`config.mk`:
```
export PLATFORM = sky130hd
export DESIGN_NAME = spi_ram_master
export DESIGN_NICKNAME = d
export VERILOG_FILES = /design/src/rtl/spi_pkg.sv /design/src/rtl/spi_shift_reg.sv /design/src/rtl/spi_ram_master.sv
export SDC_FILE = /design/constraint.sdc
export NUM_CORES = 1
export LEC_CHECK = 0
export ABC_AREA = 1
export CAP_MARGIN = 0
export CORE_MARGIN = 2
export CORE_UTILIZATION = 40
export CTS_CLUSTER_DIAMETER = 50
export CTS_CLUSTER_SIZE = 20
export DETAILED_ROUTE_END_ITERATION = 10
export GPL_TIMING_DRIVEN = 0
export HOLD_SLACK_MARGIN = 0.05
export PLACE_DENSITY = 0.72
export SLEW_MARGIN = 20
export SYNTH_ARGS = -nofsm -noshare
export SYNTH_HDL_FRONTEND = slang
export SYNTH_HIERARCHICAL = 1
export SYNTH_SLANG_ARGS = --single-unit
```
`constraint.sdc`:
```
create_clock -name clk -period 1.9 [get_ports clk]
set_input_delay 0.19 -clock clk [delete_from_list [all_inputs] [get_ports clk]]
set_output_delay 0.19 -clock clk [all_outputs]
set_load 0.02 [all_outputs]
```
`src/rtl/spi_pkg.sv`:
```
// Shared definitions for the SPI RAM initiator:
// command codes, FSM encoding and sizing helpers.
package spi_pkg;

  localparam logic [1:0] CMD_WR_ADDR = 2'b00;
  localparam logic [1:0] CMD_WR_DATA = 2'b01;
  localparam logic [1:0] CMD_RD_ADDR = 2'b10;
  localparam logic [1:0] CMD_RD_DATA = 2'b11;

  localparam int ADDR_SIZE_DFLT = 8;
  localparam int FRAME_W = ADDR_SIZE_DFLT + 2;

  typedef logic [2:0] state_t;

  localparam state_t ST_IDLE  = 3'd0;
  localparam state_t ST_SEL   = 3'd1;
  localparam state_t ST_SHIFT = 3'd2;
  localparam state_t ST_WAIT  = 3'd3;
  localparam state_t ST_RECV  = 3'd4;
  localparam state_t ST_GAP   = 3'd5;

  function automatic int frame_w(input int addr_size);
    return addr_size + 2;
  endfunction

  // One counter is shared by every timed state.
  function automatic int cnt_w(input int fw,
                               input int rw,
                               input int gc);
    int m;
    m = fw;
    if (rw > m) m = rw;
    if (gc > m) m = gc;
    return $clog2(m + 1);
  endfunction

endpackage

```
`src/rtl/spi_shift_reg.sv`:
```
// Load/shift register, MSB first, serial input
// entering at the LSB.
module spi_shift_reg #(
  parameter int W = 8
) (
  input  logic         clk,
  input  logic         rst_n,
  input  logic         load_i,
  input  logic [W-1:0] load_val_i,
  input  logic         shift_i,
  input  logic         ser_i,
  output logic [W-1:0] q_o
);

  logic [W-1:0] q_q;
  logic [W-1:0] q_d;

  always_comb begin
    q_d = q_q;
    if (load_i) begin
      q_d = load_val_i;
    end else if (shift_i) begin
      q_d = {q_q[W-2:0], ser_i};
    end
  end

  always_ff @(posedge clk or negedge rst_n) begin
    if (!rst_n) begin
      q_q <= '0;
    end else begin
      q_q <= q_d;
    end
  end

  assign q_o = q_q;

endmodule

```
`src/rtl/spi_ram_master.sv`:
```
// SPI initiator for the SPI slave + RAM wrapper:
// one select bit plus a cmd/payload frame, optional read-back.
module spi_ram_master
  import spi_pkg::*;
#(
  parameter int ADDR_SIZE  = ADDR_SIZE_DFLT,
  parameter int RD_WAIT    = 2,
  parameter int GAP_CYCLES = 1
) (
  input  logic                 clk,
  input  logic                 rst_n,
  input  logic                 start,
  input  logic [1:0]           cmd,
  input  logic [ADDR_SIZE-1:0] tx_data,
  output logic                 busy,
  output logic                 done,
  output logic [ADDR_SIZE-1:0] rx_data,
  output logic                 rx_valid,
  output logic                 SS_n,
  output logic                 MOSI,
  input  logic                 MISO
);

  localparam int FW = frame_w(ADDR_SIZE);
  localparam int CW = cnt_w(FW, RD_WAIT, GAP_CYCLES);

  localparam logic [CW-1:0] LAST_SH = CW'(FW - 1);
  localparam logic [CW-1:0] LAST_WT = CW'(RD_WAIT - 1);
  localparam logic [CW-1:0] LAST_RX = CW'(ADDR_SIZE - 1);
  localparam logic [CW-1:0] LAST_GP = CW'(GAP_CYCLES - 1);

  state_t state_q, state_d;
  logic [CW-1:0] cnt_q, cnt_d;
  logic [1:0] cmd_q, cmd_d;
  logic ss_n_q, ss_n_d;
  logic mosi_q, mosi_d;
  logic busy_q, busy_d;
  logic done_q, done_d;
  logic rxv_q, rxv_d;
  logic [ADDR_SIZE-1:0] rxd_q, rxd_d;

  logic tx_load, tx_shift, rx_shift, to_gap;
  logic [FW-1:0] tx_frame, tx_q;
  logic [ADDR_SIZE-1:0] rx_q, rx_nxt;
  logic unused_ok;

  // Payload bits are don't-care for a read-data frame.
  assign tx_frame = {cmd, (cmd == CMD_RD_DATA)
                    ? {ADDR_SIZE{1'b0}} : tx_data};
  assign rx_nxt = {rx_q[ADDR_SIZE-2:0], MISO};
  assign unused_ok = ^{tx_q[FW-2:0], rx_q[ADDR_SIZE-1]};

  spi_shift_reg #(.W(FW)) u_tx (
    .clk       (clk),
    .rst_n     (rst_n),
    .load_i    (tx_load),
    .load_val_i(tx_frame),
    .shift_i   (tx_shift),
    .ser_i     (1'b0),
    .q_o       (tx_q)
  );

  spi_shift_reg #(.W(ADDR_SIZE)) u_rx (
    .clk       (clk),
    .rst_n     (rst_n),
    .load_i    (1'b0),
    .load_val_i({ADDR_SIZE{1'b0}}),
    .shift_i   (rx_shift),
    .ser_i     (MISO),
    .q_o       (rx_q)
  );

  always_comb begin
    state_d  = state_q;
    cnt_d    = cnt_q;
    cmd_d    = cmd_q;
    ss_n_d   = ss_n_q;
    mosi_d   = 1'b0;
    busy_d   = busy_q;
    done_d   = 1'b0;
    rxv_d    = 1'b0;
    rxd_d    = rxd_q;
    tx_load  = 1'b0;
    tx_shift = 1'b0;
    rx_shift = 1'b0;
    to_gap   = 1'b0;
    unique case (state_q)
      ST_IDLE: begin
        if (start) begin
          state_d = ST_SEL;
          cmd_d   = cmd;
          tx_load = 1'b1;
          ss_n_d  = 1'b0;
          mosi_d  = cmd[1];
          busy_d  = 1'b1;
        end
      end
      ST_SEL: begin
        state_d  = ST_SHIFT;
        cnt_d    = '0;
        mosi_d   = tx_q[FW-1];
        tx_shift = 1'b1;
      end
      ST_SHIFT: begin
        if (cnt_q != LAST_SH) begin
          cnt_d    = cnt_q + 1'b1;
          mosi_d   = tx_q[FW-1];
          tx_shift = 1'b1;
        end else if (cmd_q == CMD_RD_DATA) begin
          cnt_d   = '0;
          state_d = (RD_WAIT == 0) ? ST_RECV : ST_WAIT;
        end else begin
          to_gap = 1'b1;
        end
      end
      ST_WAIT: begin
        if (cnt_q != LAST_WT) begin
          cnt_d = cnt_q + 1'b1;
        end else begin
          cnt_d   = '0;
          state_d = ST_RECV;
        end
      end
      ST_RECV: begin
        rx_shift = 1'b1;
        if (cnt_q != LAST_RX) begin
          cnt_d = cnt_q + 1'b1;
        end else begin
          rxd_d  = rx_nxt;
          to_gap = 1'b1;
        end
      end
      ST_GAP: begin
        if (cnt_q != LAST_GP) begin
          cnt_d  = cnt_q + 1'b1;
          done_d = (cnt_d == LAST_GP);
          rxv_d  = done_d && (cmd_q == CMD_RD_DATA);
        end else begin
          state_d = ST_IDLE;
          cnt_d   = '0;
          busy_d  = 1'b0;
        end
      end
      default: begin
        state_d = ST_IDLE;
      end
    endcase
    // done is registered, so it is raised one edge early.
    if (to_gap) begin
      state_d = ST_GAP;
      cnt_d   = '0;
      ss_n_d  = 1'b1;
      done_d  = (LAST_GP == '0);
      rxv_d   = done_d && (cmd_q == CMD_RD_DATA);
    end
  end

  always_ff @(posedge clk or negedge rst_n) begin
    if (!rst_n) begin
      state_q <= ST_IDLE;
      cnt_q   <= '0;
      cmd_q   <= '0;
      ss_n_q  <= 1'b1;
      mosi_q  <= 1'b0;
      busy_q  <= 1'b0;
      done_q  <= 1'b0;
      rxv_q   <= 1'b0;
      rxd_q   <= '0;
    end else begin
      state_q <= state_d;
      cnt_q   <= cnt_d;
      cmd_q   <= cmd_d;
      ss_n_q  <= ss_n_d;
      mosi_q  <= mosi_d;
      busy_q  <= busy_d;
      done_q  <= done_d;
      rxv_q   <= rxv_d;
      rxd_q   <= rxd_d;
    end
  end

  assign busy     = busy_q;
  assign done     = done_q;
  assign rx_data  = rxd_q;
  assign rx_valid = rxv_q;
  assign SS_n     = ss_n_q;
  assign MOSI     = mosi_q;

endmodule

```
# ---- Word level (Yosys, flattened, before mapping)
# Cells that the tools add are included.
dict set report op_classes {
  add_sub_neg 1
  eq_ne 20
  muxes 41
  n_bitwise 1
  reduce_logical 15
}
# cell n
set ops {}
lappend ops {{2-to-1 mux 4 bit} 6}
lappend ops {{2-to-1 mux 1 bit} 20}
lappend ops {{2-to-1 mux 10 bit} 2}
lappend ops {{case mux 4 bit (5 select lines)} 1}
lappend ops {{2-to-1 mux 3 bit} 6}
lappend ops {{!= test 3 bit (second input constant)} 6}
lappend ops {{case mux 3 bit (6 select lines)} 1}
lappend ops {{2-to-1 mux 8 bit} 1}
lappend ops {{!= test 4 bit (second input constant)} 2}
lappend ops {{nonzero test 2 bit} 4}
lappend ops {{equality test 3 x 2 -> 1 bit (second input constant)} 2}
lappend ops {{equality test 3 bit (second input constant)} 2}
lappend ops {{!= test 2 bit (second input constant)} 3}
lappend ops {{case mux 1 bit (2 select lines)} 3}
lappend ops {{AND reduction 2 bit} 3}
lappend ops {{AND reduction 3 bit} 2}
lappend ops {{AND reduction 6 bit} 1}
lappend ops {{nonzero test 6 bit} 1}
lappend ops {{adder 4 x 1 -> 4 bit (second input constant)} 1}
lappend ops {{equality test 2 bit (second input constant)} 2}
lappend ops {{logical NOT 4 bit} 1}
lappend ops {{!= test 4 x 1 -> 1 bit (second input constant)} 1}
lappend ops {{!= test 4 x 3 -> 1 bit (second input constant)} 1}
lappend ops {{nonzero test 4 bit} 1}
lappend ops {{5 further kinds} 5}
dict set report word_totals {
  regBits 39
}

# ---- Logic depth before layout (Yosys ltp)
# Gate-level depths: netlist of the first run.
dict set report logic_depth {
  depth_word 6
  depth_mapped 9
}

# ---- Cells and area by module
# Netlist of the first run, hierarchy kept.
# module n_inst cells_per_inst area_per_inst_um2 seq_area_each_um2
set by_module_without_submodules {}
lappend by_module_without_submodules {spi_ram_master 1 158 1166.1 551.8}
lappend by_module_without_submodules {{spi_shift_reg (u_tx)} 1 54 462.9 250.2}
lappend by_module_without_submodules {{spi_shift_reg (u_rx)} 1 44 374.1 200.2}

# ---- Worst setup path before layout of the first run
# Ideal clock, no wire load.
dict set report synth_timing {
  path_kind {flip-flop to flip-flop}
  startpoint {register cnt_q[0]}
  endpoint {register cnt_q[0]}
  setup_ps 118
  arrival_time_ps 1272
  slack_ps 510
  path_stages_with_launch 7
  path_buffers 0
  synth_period_minus_slack_ps 1390
  cell_sequence {dfrtp_1 -> ha_1 -> nand2_1 -> nor3_4 -> nor2_4 -> nand3_1 -> nand2_1}
}
dict set report synth_between {
  elab_chain_cells 5
  word_cells_on_any_way 18
  classes_between {add/sub: 1; eq/ne: 5; mux: 9; reduce/logical: 3}
}
# element line_no
set synth_rtl {}
lappend synth_rtl {{start: declaration} spi_ram_master.sv:33} ;# logic [CW-1:0] cnt_q, cnt_d;
lappend synth_rtl {{start signal: assignment} spi_ram_master.sv:171} ;# cnt_q <= cnt_d;
lappend synth_rtl {{parallel branches: the longest is 5 deep, another holds adder 4 x 1 -> 4 bit} n/a}
# Several ways; the timed one is not identified. The select of a mux whose other input is x is not followed.
# A chain may end at the register's enable or synchronous reset.

# ---- Worst setup path after layout of the first run
dict set report layout_timing {
  startpoint {register cnt_q[0]}
  endpoint {register rxd_q[0] (netlist: rx_data[0])}
}
dict set report layout_between {
  elab_chain_cells 3
}
# element line_no
set layout_rtl {}
lappend layout_rtl {{!= test 4 x 3 -> 1 bit} spi_ram_master.sv:126} ;# if (cnt_q != LAST_RX) begin
lappend layout_rtl {{NOT 1 bit (no line)} n/a}
lappend layout_rtl {{AND reduction 2 bit (no line)} n/a}
lappend layout_rtl {{end signal: assignment} spi_ram_master.sv:178} ;# rxd_q <= rxd_d;
lappend layout_rtl {{end: declaration} spi_ram_master.sv:40} ;# logic [ADDR_SIZE-1:0] rxd_q, rxd_d;
# No other way between the ends.

==> out/results.ini, run 1 <==
[outcome]
outcome = finished clean

[global_routing]
grt-ovfl-total = 0
grt_pass1_wl_um = 6879
antenna_found_initial = 0
grt_pass1_vias = 1559
grt_usage_pct = 16.32
grt_max_degree = 31

[power_and_ir_drop]
power_w = 0.002889
ir_drop_mv = 0.3734
power_density_nw_per_um2 = 1182
p_leak_nw = 1.260

[die]
initial_core_util_pct = 41.51
io_pins = 27
core_area_sq_um = 4723
dieArea_sq_um = 5477
fp-row-count = 25
die_y_um = 74.01
fp.dieW_um = 74.01

[place]
place.gp.congestion = 0.7981
dp_cells = 353
dpl_cell_area_sq_um = 2350
io_buffers = 26
place_ws_ns = 0.2637
hpwl_um = 2768

[worst_setup_path]
timing_worst_setup_path_type = reg2reg
worst_setup_path_start_kind = flop
critPathArrivalTime_ns = 1.80
cp-end-kind = flop
crit_fanout = 10
worstPathRequired_ns = 2.08
startpoint = cnt_q[0]$_DFFE_PN0P_
r2r-start = cnt_q[0]$_DFFE_PN0P_

[clocking]
worstSkewPairLatency_ns = 0.29
postCtsHoldBufs = 1
ctsResizeCount = 0
cts-root-buf = clkbuf_8
path_clk_slew_ns = 0.08
post-cts-setup-buffers = 0
clockBufferDepth = 2
cts.sinks = 39
cts_buffers = 5
ctsHtreeMaxLevel = 2
cts_tree = done

[timing]
finalSetupTns_ns = 0
finalSetupViolCount = 0
rsz0062_at_grt = false
final_max_slew_viol_count = 0
fmax_mhz = 618.4
fin_crit_ns = 1.617
finClkSkew_ns = 0.009876
setup_slack_ns = 0.2829
hold_violations = 0
min_period_over_period_pct = 85.11

[synth]
yosys_warnings = 6
synth_area_sq_um = 1961
avgSynthCellArea_sq_um = 7.811
synth_cells = 251

[detailed_routing]
vias_per_cell = 4.528
drtIter0Drc = 126
finalWirelength_um = 3715
dr.pass1.iters = 4
drc = 0
wl_per_cell_um = 10.26
vias = 1639
antenna_left = 0

[final_layout]
fin_cells = 362
diodes = 0
stdcell_area_sq_um = 2445
layout.nets = 312
drive_above_1_share_pct = 9.153
syn_to_final_growth_pct = 24.70

[min_path]
hold_class = in2async

[job]
drv_cap = 0

==> cells in the final DEF (no fill, tap or decap), drive strengths merged <==
cell type,instances
clkinvlp,1
nor3,2
nor2,23
o21bai,1
conb,9
clkdlybuf4s50,25
buf,6
inv,28
xor2,1
or2,1
dfstp,1
a21boi,1
a21oi,2
clkinv,1
o32ai,1
ha,4
a31oi,1
nand3,42
dlygate4sd3,1
clkbuf,6
o21ai,1
dfrtp,38
nand2,99
==> worst paths after layout <==
| kind | slack [ns] | cells after the start | to |
|---|---|---|---|
| max | 0.28 | 6 | rx_data[0]$_DFFE_PN0P_ |
| max in group asynchronous | 1.18 | 3 | rx_data[7]$_DFFE_PN0P_ |
| min reg2reg | 0.47 | 2 | rx_data[5]$_DFFE_PN0P_ |
| min | 0.28 | 2 | MOSI$_DFF_PN0_ |
| max reg2reg | 0.28 | 6 | rx_data[0]$_DFFE_PN0P_ |
| min in group clk | 0.47 | 2 | rx_data[5]$_DFFE_PN0P_ |
==> layer usage <==
layer	vias up	routed length [um]	global-route usage [%]	part of all wire, %
met5	-	0	0	0
met1	740	1842	21.97	50
li1	861	-	-	-
met4	0	78	7.273	2.1
met2	32	1622	24.80	44
met3	6	171	4.336	4.6
==> stage by stage <==
| step | utilization, % | hold slack, ns |
|---|---|---|
| after detailed placement | 49.75 | 0.07578 |
| after CTS | 51.76 | 0.2814 |
| after global routing | 51.76 | 0.3077 |
| after floorplan | - | -0.1056 |
| final | 51.76 | 0.2830 |
| after global placement | 49.43 | 0.4544 |
==> registers in the layout, indices dropped and copies added, names as in the netlist <==
| name | flops |
|---|---|
| MOSI | 1 |
| SS_n | 1 |
| busy | 1 |
| cmd_q | 2 |
| cnt_q | 4 |
| done | 1 |
| rx_data | 8 |
| rx_valid | 1 |
| state_q | 3 |
| u_rx/q_o | 7 |
| u_tx/q_o | 10 |
==> worst max-delay path, cell delays in order (launching register included) <==
cell	delay (ns)
dfrtp_1	0.45
ha_1	0.21
nand2_1	0.12
nor3_4	0.43
inv_2	0.17
nand2_1	0.10
nand2_1	0.05
==> where the power goes <==
part | switching [W] | leakage (nW) | total [W] | internal [W]
registers | 0.000170 | 0.495 | 0.00123 | 0.00106
clock network | 0.000284 | 0.0412 | 0.000540 | 0.000256
logic | 0.000681 | 0.723 | 0.00112 | 0.000438
==> final cells by class <==
cell class,count,area (sq um)
Buffer,4,41.29
Clock buffer,6,72.57
Clock inverter,2,12.51
Fill cell,467,2278
Inverter,28,105.1
Multi-Input combinational cell,188,867.1
Sequential cell,39,977.2
Tap cell,67,83.83
Timing Repair Buffer,28,285.3
(Power assumes the default switching activity.)
==> run 2: changes to the inputs <==
--- a/config.mk
+++ b/config.mk
@@ -20,3 +20,4 @@
 export SYNTH_HDL_FRONTEND = slang
 export SYNTH_HIERARCHICAL = 1
 export SYNTH_SLANG_ARGS = --single-unit
+export TNS_END_PERCENT = 1
==> results of run 2 <==
Same layout as run 1: the final DEF is identical, and so are final timing and power.
